### config.mk
export PLATFORM = sky130hd
export DESIGN_NAME = wide_add_seq
export DESIGN_NICKNAME = d
export VERILOG_FILES = /design/src/rtl/wide_add_seq.sv
export SDC_FILE = /design/constraint.sdc
export NUM_CORES = 1
export LEC_CHECK = 0
export CORE_MARGIN = 2
export CORE_UTILIZATION = 47
export DETAILED_ROUTE_END_ITERATION = 10
export PLACE_DENSITY_LB_ADDON = 0.05
export SLEW_MARGIN = 20
export SYNTH_ARGS = -nofsm -noshare
export SYNTH_HDL_FRONTEND = slang
export SYNTH_SLANG_ARGS = --single-unit
### constraint.sdc
create_clock -name clk -period 4.2 [get_ports clk]
set_input_delay 0.84 -clock clk [delete_from_list [all_inputs] [get_ports clk]]
set_output_delay 0.84 -clock clk [all_outputs]
set_load 0.05 [all_outputs]
### src/rtl/wide_add_seq.sv
`default_nettype none
// ============================================================================
// Module   : wide_add_seq
// Brief    : Multi-cycle wide adder/subtractor, one 32-bit slice per cycle.
// Revision : 1.0
// ============================================================================

module wide_add_csa (
  input  logic [31:0] a,
  input  logic [31:0] b,
  input  logic        cin,
  output logic [31:0] sum,
  output logic        cout,
  output logic        overflow
);

  assign {cout, sum} = {1'b0, a} + {1'b0, b} + {32'd0, cin};
  assign overflow    = (a[31] == b[31]) && (sum[31] != a[31]);

endmodule

module wide_add_seq #(
  parameter int NWORDS = 4
) (
  input  logic                 clk,
  input  logic                 rst_n,
  input  logic                 in_valid,
  output logic                 in_ready,
  input  logic [32*NWORDS-1:0] a,
  input  logic [32*NWORDS-1:0] b,
  input  logic                 cin,
  input  logic                 sub,
  output logic                 out_valid,
  input  logic                 out_ready,
  output logic [32*NWORDS-1:0] sum,
  output logic                 cout,
  output logic                 overflow,
  output logic                 busy
);

  localparam int KW = (NWORDS > 1) ? $clog2(NWORDS) : 1;

  localparam logic [1:0]    c_idle = 2'd0;
  localparam logic [1:0]    c_run  = 2'd1;
  localparam logic [1:0]    c_done = 2'd2;
  localparam logic [KW-1:0] c_last = KW'(NWORDS - 1);

  logic [1:0]    r_state;
  logic [1:0]    w_next;
  logic [KW-1:0] r_k;
  logic          r_carry;
  logic          r_cout;
  logic          r_ovf;
  logic [31:0]   r_a_w   [NWORDS];
  logic [31:0]   r_b_w   [NWORDS];
  logic [31:0]   r_sum_w [NWORDS];

  logic [31:0]   w_csa_sum;
  logic          w_csa_cout;
  logic          w_csa_ovf;
  logic          w_accept;
  logic          w_step;
  logic          w_last;

  assign w_accept = (r_state == c_idle) && in_valid;
  assign w_step   = (r_state == c_run);
  assign w_last   = (r_k == c_last);

  wide_add_csa u_csa (
    .a        (r_a_w[r_k]),
    .b        (r_b_w[r_k]),
    .cin      (r_carry),
    .sum      (w_csa_sum),
    .cout     (w_csa_cout),
    .overflow (w_csa_ovf)
  );

  generate
    for (genvar gi = 0; gi < NWORDS; gi++) begin : g_sum_words
      assign sum[32*gi +: 32] = r_sum_w[gi];
    end
  endgenerate

  assign cout     = r_cout;
  assign overflow = r_ovf;

  always_ff @(posedge clk or negedge rst_n) begin
    if (!rst_n) begin
      r_state <= c_idle;
    end else begin
      r_state <= w_next;
    end
  end

  always_comb begin
    w_next = r_state;
    case (r_state)
      c_idle:  if (in_valid)  w_next = c_run;
      c_run:   if (w_last)    w_next = c_done;
      c_done:  if (out_ready) w_next = c_idle;
      default: w_next = c_idle;
    endcase
  end

  always_comb begin
    in_ready  = (r_state == c_idle);
    out_valid = (r_state == c_done);
    busy      = (r_state == c_run) || (r_state == c_done);
  end

  // Subtraction is stored as a + ~b + 1 so the slice adder never needs a mode.
  always_ff @(posedge clk or negedge rst_n) begin
    if (!rst_n) begin
      r_k     <= '0;
      r_carry <= 1'b0;
      r_cout  <= 1'b0;
      r_ovf   <= 1'b0;
      for (int i = 0; i < NWORDS; i++) begin
        r_a_w[i]   <= '0;
        r_b_w[i]   <= '0;
        r_sum_w[i] <= '0;
      end
    end else if (w_accept) begin
      r_k     <= '0;
      r_carry <= sub ? 1'b1 : cin;
      for (int i = 0; i < NWORDS; i++) begin
        r_a_w[i] <= a[32*i +: 32];
        r_b_w[i] <= sub ? ~b[32*i +: 32] : b[32*i +: 32];
      end
    end else if (w_step) begin
      r_sum_w[r_k] <= w_csa_sum;
      r_carry      <= w_csa_cout;
      if (w_last) begin
        r_cout <= w_csa_cout;
        r_ovf  <= w_csa_ovf;
        r_k    <= '0;
      end else begin
        r_k <= r_k + 1'b1;
      end
    end
  end

endmodule
`default_nettype wire

==> qor.csv <==
stage,metric,value,unit
outcome,status,"complete, no violations",
drt,wire_per_inst,20.27,um
synthesis,synthTopCellsByArea,"dfrtp_1, nand2_1, mux4_2",
drt,first_pass_iters,8,
synthesis,ys_ff_latch,391,
sta,min_period,3.905,ns
critical_path,startpoint,r_k[0],
critical_path,crit_path_top_delay_cell,mux4_2,
cts,htreeDepth,2,
drt,num_vias,16200,
min_path,hold_class,input port to async pin,
cells_and_area,final_nets,2714,
critical_path,worst_ep_required_time,4.62,ns
drt,wirelength,60360,um
cts,root_buffer,clkbuf_16,
power,p_leak,11.46,nW
critical_path,r2r-start,r_k[0],
grt,grt_pass1_wl,93870,um
synthesis,synth_top_cell_area_share,0.5015,
critical_path,crit_fanout,4,
cells_and_area,layout.cells.non_filler,2978,
grt,grt_max_degree,115,
power,vdd_drop_max,453.7,uV
die,floorplan.initialDensity,0.4767,
cells_and_area,drive_gt1_frac,0.09132,
cells_and_area,final_util,0.6288,
sta,rsz0062_at_grt,no,
placement,gp_congestion,0.9167,
critical_path,worst_path_most_repeated_cell,fa_1,
sta,fin_skew,0.02718,ns
die,dieHeight,207.7,um
power,powerDensity,998.0,nW/um^2
cts,cts_buffers,43,
drt,ant_nets,0,
die,boundaryPins,395,
synthesis,ys_types,59,
sta,fin_hold_ws,0.3376,ns
placement,post-place-cells,2897,
placement,dp_hpwl,45010,um
cts,hold_buffers,0,
grt,grt_overflow,0,
critical_path,critPathMaxStageDelay,0.53,ns
die,dieArea,43150,um^2
cts,clk_pin_slew,0.06,ns
die,num_rows,74,
cts,clock_latency,0.58,ns
die,die_w,207.7,um
critical_path,path_class,flop to flop,
drt,drt-vias-per-instance,5.441,
drt,drc,0,
critical_path,cp.arrival,4.32,ns
sta,final_hold_viol_count,0,
sta,setup_tns,0,ns
sta,slew_headroom,0.3613,
cts,clockBufferDepth,3,
grt,grt_use_total,0.2788,
cts,cts_tree,built,
synthesis,syn-instance-count,2053,
sta,post-route-period-util,0.9298,
grt,grt_pass1_vias,16300,
cells_and_area,syn2layout_area_growth,31.91,%
synthesis,synth_area_per_cell,9.503,um^2
sta,tightest_slew,0.9513,ns
synthesis,async_reset_ff_frac,1.000,
synthesis,yosys.area.top_type,dfrtp_1,
synthesis,synth_area,19510,um^2
sta,setup_viol_count_final,0,
critical_path,endpoint_kind,flop,
synthesis,synth_nets,2355,
die,core,40920,um^2
critical_path,startpoint_type,flop,
synthesis,synth-edff-count,0,
critical_path,crit_chain,mux4_2 > fa_1 > fa_1 > a21o_1 > a221o_1 > a31o_2 > a311oi_1 > xor2_1 > o21ai_0,
sta,slew_viol_final,0,
cts,cts_num_sinks,391,
run,drv_cap,0,
synthesis,yosys_warnings,0,
sta,timing.fmax,256.1,MHz
synthesis,synth_flop_cell,dfrtp_1,
synthesis,synth-seq-area-share,0.5015,
placement,io_buffers,394,
grt,antenna_found_initial,5,
drt,drtIter0Drc,1339,
==> critical path, delay by kind of cell, from the launching register on <==
kind	cells	cell delay, ns
muxes	1	0.53
xor gates and xnor gates	1	0.42
DFF	1	0.47
AOI/OAI and AO/OA	5	1.43
adders and majority gates	2	0.90
==> Yosys cell counts (7+ instances only) <==
master and number:
nand2_1 713, dfrtp_1 391, o21ai_0 214, xnor2_1 140
clkbuf_1 109, mux4_2 64, nor2_1 51, ha_1 38
a21oi_1 33, nand3_1 30, o31ai_1 25, a31oi_1 22
buf_1 20, nor3_1 18, a22oi_1 17, nand4_1 13
a21o_1 12, inv_1 12, or3_1 12, and3_1 10
and2_1 9, mux2i_1 7, o21a_1 7
==> placed cells by master, fill, tap and decap left out, drive strengths merged, types with 10 or more instances in the layout <==
master         instances
nor3                  18
nand3                 30
nand2                713
nor2                  51
a21oi                 33
mux4                  64
xnor2                140
and3                  10
clkbuf                57
nand4                 13
o31ai                 25
a22oi                 17
clkdlybuf4s50        392
ha                    38
o21ai                217
dfrtp                391
a21o                  12
buf                   57
a31oi                 22
or3                   13
inv                   15
==> flip-flops by register name, indices dropped and copies added (netlist names) <==
| register | flops |
|---|---|
| cout | 1 |
| r_k | 2 |
| r_b_w | 128 |
| r_a_w | 128 |
| r_state | 2 |
| r_carry | 1 |
| sum | 128 |
| overflow | 1 |
==> layout make-up <==
cell class	instances	area (um^2)
inverter	12	45.04
timing repair buffer	449	4501
fill	3533	15190
antenna	4	10.01
multi-input combinational	1515	9201
clock buffer	57	1219
tap	532	665.6
clock inverter	18	301.5
sequential	391	9792
==> where the power goes <==
part / internal, W / switching (W)
logic: 0.00527 / 0.00977
clock network: 0.00253 / 0.00156
registers: 0.00555 / 0.00101
==> through the flow <==
stage / power, W / instance area, um^2 / worst slack, ns
2_1_floorplan: 0.01578 / 19510 / 0.03358
3_3_place_gp: 0.02115 / 24150 / 0.2028
3_5_place_dp: 0.02140 / 24150 / 0.1355
4_1_cts: 0.02556 / 25670 / 0.1101
5_1_grt: 0.02722 / 25730 / 0.04392
6_report: 0.02568 / 25730 / 0.2947
==> layer usage <==
metal  global-route usage  up-vias  routed length (um)
met2               0.4332      478               27720
met3              0.04902      100                3376
met4               0.1034        2                1870
met5                    0        -                  13
met1               0.3945     7931               27380
li1                     -     7692                   -
==> cells by family after synthesis <==
family                     count (synthesis)  share of synthesized area
adders and majority gates                 40                    0.02642
muxes                                     75                    0.07978
xor gates and xnor gates                 142                    0.06375
buffers and inverters                    147                    0.02899
DFF                                      391                     0.5015
AOI/OAI and AO/OA                        380                     0.1177
and+or+nand+nor                          878                     0.1818
==> what timing repair did <==
item	CTS	global route
resized for setup	0	9
setup endpoints to repair	0	19
buffers inserted	0	2
==> final timing paths <==
path	slack, ns	endpoint	cells past startpoint
min in group clk	0.47	r_a_w[52]	2
worst max-delay path	0.29	sum[106]	9
worst min register to register	0.47	r_a_w[52]	2
worst max register to register	0.29	sum[106]	9
max in group asynchronous	2.82	r_a_w[67]	2
worst min-delay path	0.34	sum[32]	1
Power figures use the tool's default switching activity.
